`src/rtl/func_unit_r.sv`:
```
// Functional unit behind a reservation station: waits for operands, executes with an
// op-dependent latency, then requests the CDB and broadcasts its result for one cycle.
module func_unit_r #(
  parameter logic [2:0] STATION_ID = 3'b001
) (
  input  logic        Clock,
  input  logic        Reset,
  input  logic        Busy,
  input  logic        Clear_counter,
  input  logic [2:0]  Ufop,
  input  logic [15:0] Vj,
  input  logic [15:0] Vk,
  input  logic [2:0]  Qj,
  input  logic [2:0]  Qk,
  input  logic        Cdb_grant,
  output logic        Done,
  output logic        Finished,
  output logic        Cdb_req,
  output logic        Cdb_valid,
  output logic [2:0]  Cdb_tag,
  output logic [15:0] Cdb_value,
  output logic [2:0]  Counter
);

  localparam int DATA_W = 16;

  typedef enum logic [2:0] {S_IDLE, S_WAIT_OPS, S_EXEC, S_DONE, S_BCAST} state_t;

  state_t state, next_state;

  logic              start, ready, abort, enter_exec;
  logic [2:0]        ufop_p0;
  logic [DATA_W-1:0] vj_p0, vk_p0;

  logic              done_d, finished_d, req_d, valid_d;
  logic [2:0]        tag_d, counter_d;
  logic [DATA_W-1:0] value_d;

  function automatic logic [2:0] op_latency(input logic [2:0] op);
    case (op)
      3'b000, 3'b001, 3'b100: op_latency = 3'd2;
      3'b111:                 op_latency = 3'd4;
      default:                op_latency = 3'd1;
    endcase
  endfunction

  function automatic logic [DATA_W-1:0] op_result(input logic [2:0] op,
                                                  input logic [DATA_W-1:0] a,
                                                  input logic [DATA_W-1:0] b);
    logic signed [DATA_W-1:0] sa, sb;
    sa = a;
    sb = b;
    case (op)
      3'b000:  op_result = a + b;
      3'b001:  op_result = a - b;
      3'b010:  op_result = a & b;
      3'b011:  op_result = a | b;
      3'b100:  op_result = (sa < sb) ? DATA_W'(1) : '0;
      3'b101:  op_result = a << b[3:0];
      3'b110:  op_result = a >> b[3:0];
      default: op_result = a * b;
    endcase
  endfunction

  assign start      = Busy && !Clear_counter;
  assign abort      = !Busy || Clear_counter;
  assign ready      = (Qj == 3'b000) && (Qk == 3'b000);
  assign enter_exec = (next_state == S_EXEC) && (state != S_EXEC);

  always_ff @(posedge Clock) begin
    if (Reset) state <= S_IDLE;
    else       state <= next_state;
  end

  always_comb begin
    next_state = state;
    case (state)
      S_IDLE:     if (start) next_state = ready ? S_EXEC : S_WAIT_OPS;
      S_WAIT_OPS: if (abort) next_state = S_IDLE;
                  else if (ready) next_state = S_EXEC;
      S_EXEC:     if (abort) next_state = S_IDLE;
                  else if (Counter == op_latency(ufop_p0)) next_state = S_DONE;
      S_DONE:     if (Cdb_grant) next_state = S_BCAST;
      S_BCAST:    next_state = S_IDLE;
      default:    next_state = S_IDLE;
    endcase
  end

  // Output values are decoded from the next state so every output is a flop.
  always_comb begin
    done_d     = 1'b0;
    finished_d = 1'b0;
    req_d      = 1'b0;
    valid_d    = 1'b0;
    tag_d      = 3'b000;
    value_d    = '0;
    counter_d  = 3'd0;
    case (next_state)
      S_EXEC:  counter_d = (state == S_EXEC) ? Counter + 3'd1 : 3'd1;
      S_DONE: begin
        done_d    = 1'b1;
        req_d     = 1'b1;
        counter_d = Counter;
      end
      S_BCAST: begin
        finished_d = 1'b1;
        valid_d    = 1'b1;
        tag_d      = STATION_ID;
        value_d    = op_result(ufop_p0, vj_p0, vk_p0);
        counter_d  = Counter;
      end
      default: ;
    endcase
  end

  always_ff @(posedge Clock) begin
    if (Reset) begin
      Done      <= 1'b0;
      Finished  <= 1'b0;
      Cdb_req   <= 1'b0;
      Cdb_valid <= 1'b0;
      Cdb_tag   <= 3'b000;
      Cdb_value <= '0;
      Counter   <= 3'd0;
      ufop_p0   <= 3'b000;
      vj_p0     <= '0;
      vk_p0     <= '0;
    end else begin
      Done      <= done_d;
      Finished  <= finished_d;
      Cdb_req   <= req_d;
      Cdb_valid <= valid_d;
      Cdb_tag   <= tag_d;
      Cdb_value <= value_d;
      Counter   <= counter_d;
      if (enter_exec) begin
        ufop_p0 <= Ufop;
        vj_p0   <= Vj;
        vk_p0   <= Vk;
      end
    end
  end

endmodule

```
`config.mk`:
```
export PLATFORM = sky130hd
export DESIGN_NAME = func_unit_r
export DESIGN_NICKNAME = d
export VERILOG_FILES = /design/src/rtl/func_unit_r.sv
export SDC_FILE = /design/constraint.sdc
export NUM_CORES = 1
export LEC_CHECK = 0
export CELL_PAD_IN_SITES_DETAIL_PLACEMENT = 1
export CELL_PAD_IN_SITES_GLOBAL_PLACEMENT = 2
export CORE_MARGIN = 2
export CORE_UTILIZATION = 35
export CTS_CLUSTER_SIZE = 25
export DETAILED_ROUTE_END_ITERATION = 16
export PLACE_DENSITY = 0.88
export SYNTH_ARGS = -nofsm -noshare
export SYNTH_HDL_FRONTEND = slang
export SYNTH_SLANG_ARGS = --single-unit
```
`constraint.sdc`:
```
create_clock -name Clock -period 14.6 [get_ports Clock]
set_clock_uncertainty 0.1 [all_clocks]
set_input_delay 2.92 -clock Clock [delete_from_list [all_inputs] [get_ports Clock]]
set_output_delay 2.92 -clock Clock [all_outputs]
set_load 0.1 [all_outputs]
```
==> metrics.md <==
| Metric | Value |
|---|---|
| Iter 0 DRT Violations | `a little under 800` |
| Met1 usage | `a little over a third` |
| Slew Limit Fails | `0` |
| Pleak | `between 4 and 5 nW` |
| Element type at the critical path start | `flip-flop` |
| Top fanout value on the critical path | `49` |
| Asr flop ratio synth | `0%` |
| Mapped Cells | `about 1200` |
| # rows | `60` |
| Post-synthesis sequential area ratio | `12.5%` |
| Initial antenna violation count | `1` |
| CP Class | `reg2reg` |
| FF-to-FF setup slack | `approximately 8 ns` |
| Post-Place Worst Slack | `between 8 and 9 ns` |
| Share of layout cells above drive strength 1 | `~4.5%` |
| Postcts setup bufs | `0` |
| Status | `completed` |
| Min cycle time layout | `about 6.5 ns` |
| Post-Synth Adder-Cell Area | `between 30% and 40%` |
| Vias per cell | `5.74` |
| Routed vias | `8988` |
| ANT nets after route | `0` |
| Num ports | `72` |
| CP arrival | `around 6.6 ns` |
| Flop pwr share | `40.6%` |
| Routed wire length | `about 35 mm` |
| Commonest non-fill, non-tap cell in the layout | `nor2_1` |
| Pint | `a little under 300 uW` |
| Met2 GRT Util | `approximately two fifths` |
| Max Freq | `approximately 150 MHz` |
| Tot GR Track Use | `roughly 25%` |
| Slew HR | `33.8%` |
| Setup TNS | `0 ns` |
| Avg WL per Cell | `between 20 and 25 microns` |
| CTS sink cnt | `around 60` |
| Die footprint | `approximately 28000 sq um` |
| ANT cells | `0` |
| I/O Buffers | `between 60 and 70` |
| Starting Density | `roughly a third` |
| Post-Synth Simple-Gate Area | `between 10% and 20%` |
| Most frequent cells in the layout | `nor2_1, inv_1, ha_1` |
| DP Area | `just over 10000 sq um` |
| Switching power | `between 100 and 150 uW` |
| Worst slew pin tran | `0.991 ns` |
| Residual DRC | `0` |
| CTS tree | `yes` |
| CP max stage delay | `around 0.67 ns` |
| TritonCTS Buffers | `9` |
| Level count of the clock H-tree | `3` |
| Die outline width | `168 microns` |
| Crit path capture type | `flip-flop` |
| Most used DFF post-synth | `dfxtp_1` |
| Vias in the first global route | `between 9000 and 10000` |
| VDD IR max | `approximately 0.000057 V` |
| First-pass GRT wire length | `between 50 and 60 mm` |
| DP HPWL | `27.6 mm` |
| # fillers | `between 3000 and 4000` |
| Synthesized area | `9430 sq um` |
| Post-route cell area | `10600 sq um` |
| Mux share of post-synthesis cell area | `between 7 and 8%` |
| Util after Layout | `between 30 and 40%` |
| Worst skew pair latency | `between 0.3 and 0.4 ns` |
| Final setup margin | `8.09 ns` |
| Hold_ws | `0.457 ns` |
| Worst Path Buf+Inv | `6` |
| Die Y | `168 microns` |
| Final hold violations | `0` |
| Clock-pin slew on the worst setup and hold paths | `approximately 0.070 ns` |
| Total of warnings raised by yosys | `0` |
| Gr busiest metal | `met2` |
| Endpoints failing setup | `0` |
| CP top delay family | `adder cells` |
| Synth-to-layout area growth | `12.2%` |
| Post-synth cell types | `72` |
| Cell Chain, Critical Path | `buf_4, inv_1, nor2_1, fa_1, inv_1, fa_1, fa_1, fa_1, inv_1, fa_1, inv_1, fa_1, inv_1, ha_1, nand3_1, nor3_1, a2111oi_2, a21oi_1, xor2_1, a221oi_1, a21oi_1` |
| Post-synthesis area per instance | `between 7 and 8 sq um` |
| Resized Gates After CTS | `0` |
| Hold Crit Class | `reg2reg` |
| Compound-Gate Fraction of Synth Area | `between 10% and 20%` |
| Root Driver | `clkbuf_16` |
| Longest Clk Path Bufs | `2` |
| Ratio of final minimum period to clock period | `between 40 and 50%` |
| Switching part of the total | `27.2%` |
| Main combinational cell family by area after synthesis | `adder cells` |
| CTS Hold Bufs | `0` |
| Max stage delay cell, worst path | `inv_1` |
| Number of synthesized flops with an enable pin | `0` |
| Seq cells post-synth | `slightly below 60` |
| DRT Pass-1 Iters | `5` |
| Pwr dens | `37.8 nW/um^2` |
| Core box area | `approximately 27000 sq um` |
| CP most frequent cell | `fa_1` |
| RSZ-0062 raised after global routing | `no` |
| Max_cap viols | `0` |
| CP required | `around 15 ns` |
| Total congestion overflow | `0` |
| GPL Wtd Cong | `slightly below 1` |
| Clock power frac | `roughly 53%` |
| GRT met3 Usage | `3.46%` |
| Synth Area in XOR/XNOR | `4.74%` |
| Pin count of the biggest net entering global routing | `50` |
| Combinational Power Share | `6.4%` |
| Final net count | `1449` |
[routing by layer]
| metal | wire (microns) | up-vias |
|---|---|---|
| li1 | - | 4059 |
| met1 | 15900 | 4475 |
| met2 | 15800 | 383 |
| met3 | 2500 | 71 |
| met4 | 1350 | 0 |
| met5 | 0 | - |
[layout make-up]
class / count / area, sq um / area share [%]
Multi-Input combinational cell: 908 / 7290 / 68.9
Sequential cell: 59 / 1180 / 11.2
Timing Repair Buffer: 84 / 803 / 7.59
Inverter: 159 / 597 / 5.64
Tap cell: 341 / 427 / 4.03
Clock buffer: 9 / 225 / 2.13
Clock inverter: 7 / 52.6 / 0.497
[power by group through the flow]
stage,registers (mW),clock network (mW),logic (mW)
6_report,0.162,0.212,0.0254
5_1_grt,0.162,0.220,0.0270
3_3_place_gp,0.166,0,0.0250
3_5_place_dp,0.166,0,0.0252
4_1_cts,0.162,0.214,0.0253
2_1_floorplan,0.165,0,0.0105
[cells in the mapped netlist (all sizes together), types with 7 or more instances]
master | number | area [sq um]
nor2 | 160 | 601
inv | 151 | 567
ha | 101 | 1260
nand2 | 98 | 368
a21oi | 81 | 405
fa | 81 | 1620
dfxtp | 59 | 1180
mux2i | 49 | 490
o21ai | 46 | 230
buf | 37 | 226
xnor2 | 37 | 324
clkbuf | 36 | 135
a211oi | 23 | 173
nor3 | 20 | 100
nand3 | 17 | 85.1
a31oi | 15 | 93.8
xor2 | 14 | 123
a221oi | 11 | 103
nand2b | 11 | 68.8
a21o | 10 | 75.1
nor2b | 9 | 56.3
clkinv | 8 | 30.0
mux4 | 8 | 180
and3 | 7 | 43.8
nor4 | 7 | 43.8
o211ai | 7 | 52.6
or3 | 7 | 43.8
[worst reg2reg max path, cell delays in order (launching register included)]
cell and delay (ns):
dfxtp_1 0.32, buf_4 0.28, inv_1 0.68, nor2_1 0.15, fa_1 0.54, inv_1 0.05
fa_1 0.46, fa_1 0.45, fa_1 0.49, inv_1 0.06, fa_1 0.52, inv_1 0.05
fa_1 0.48, inv_1 0.04, ha_1 0.37, nand3_1 0.12, nor3_1 0.06, a2111oi_2 0.38
a21oi_1 0.15, xor2_1 0.20, a221oi_1 0.32, a21oi_1 0.10
[metrics by stage]
stage	power, mW	instances
2_1_floorplan	0.176	1199
3_3_place_gp	0.191	1551
3_5_place_dp	0.191	1551
4_1_cts	0.401	1567
5_1_grt	0.409	1567
6_report	0.400	1567
[sequential cells by signal (all words and copies together) (netlist names)]
name       count
vk_p0         16
Cdb_value     16
ufop_p0        3
Counter        3
Cdb_tag        1
Cdb_req        1
vj_p0         16
state          3
[final timing paths]
path,cells past startpoint,endpoint,startpoint
worst min register to register,1,Cdb_req$_SDFF_PP0_,state[2]$_SDFF_PP0_
worst max register to register,21,Cdb_value[14]$_SDFF_PP0_,vk_p0[2]$_SDFFE_PP0P_
worst max-delay path,21,Cdb_value[14]$_SDFF_PP0_,vk_p0[2]$_SDFFE_PP0P_
worst min-delay path,1,Cdb_req$_SDFF_PP0_,state[2]$_SDFF_PP0_
[cell families (layout without fill, tap and decap cells)]
kind of cell,after synthesis,count (layout)
mux,63,63
simple gates,358,358
xor+xnor,51,51
buf+inv,232,259
compound gates,252,252
fa+ha+maj,182,182
flops,59,59
other cells,1,2
(Power assumes the default switching activity.)
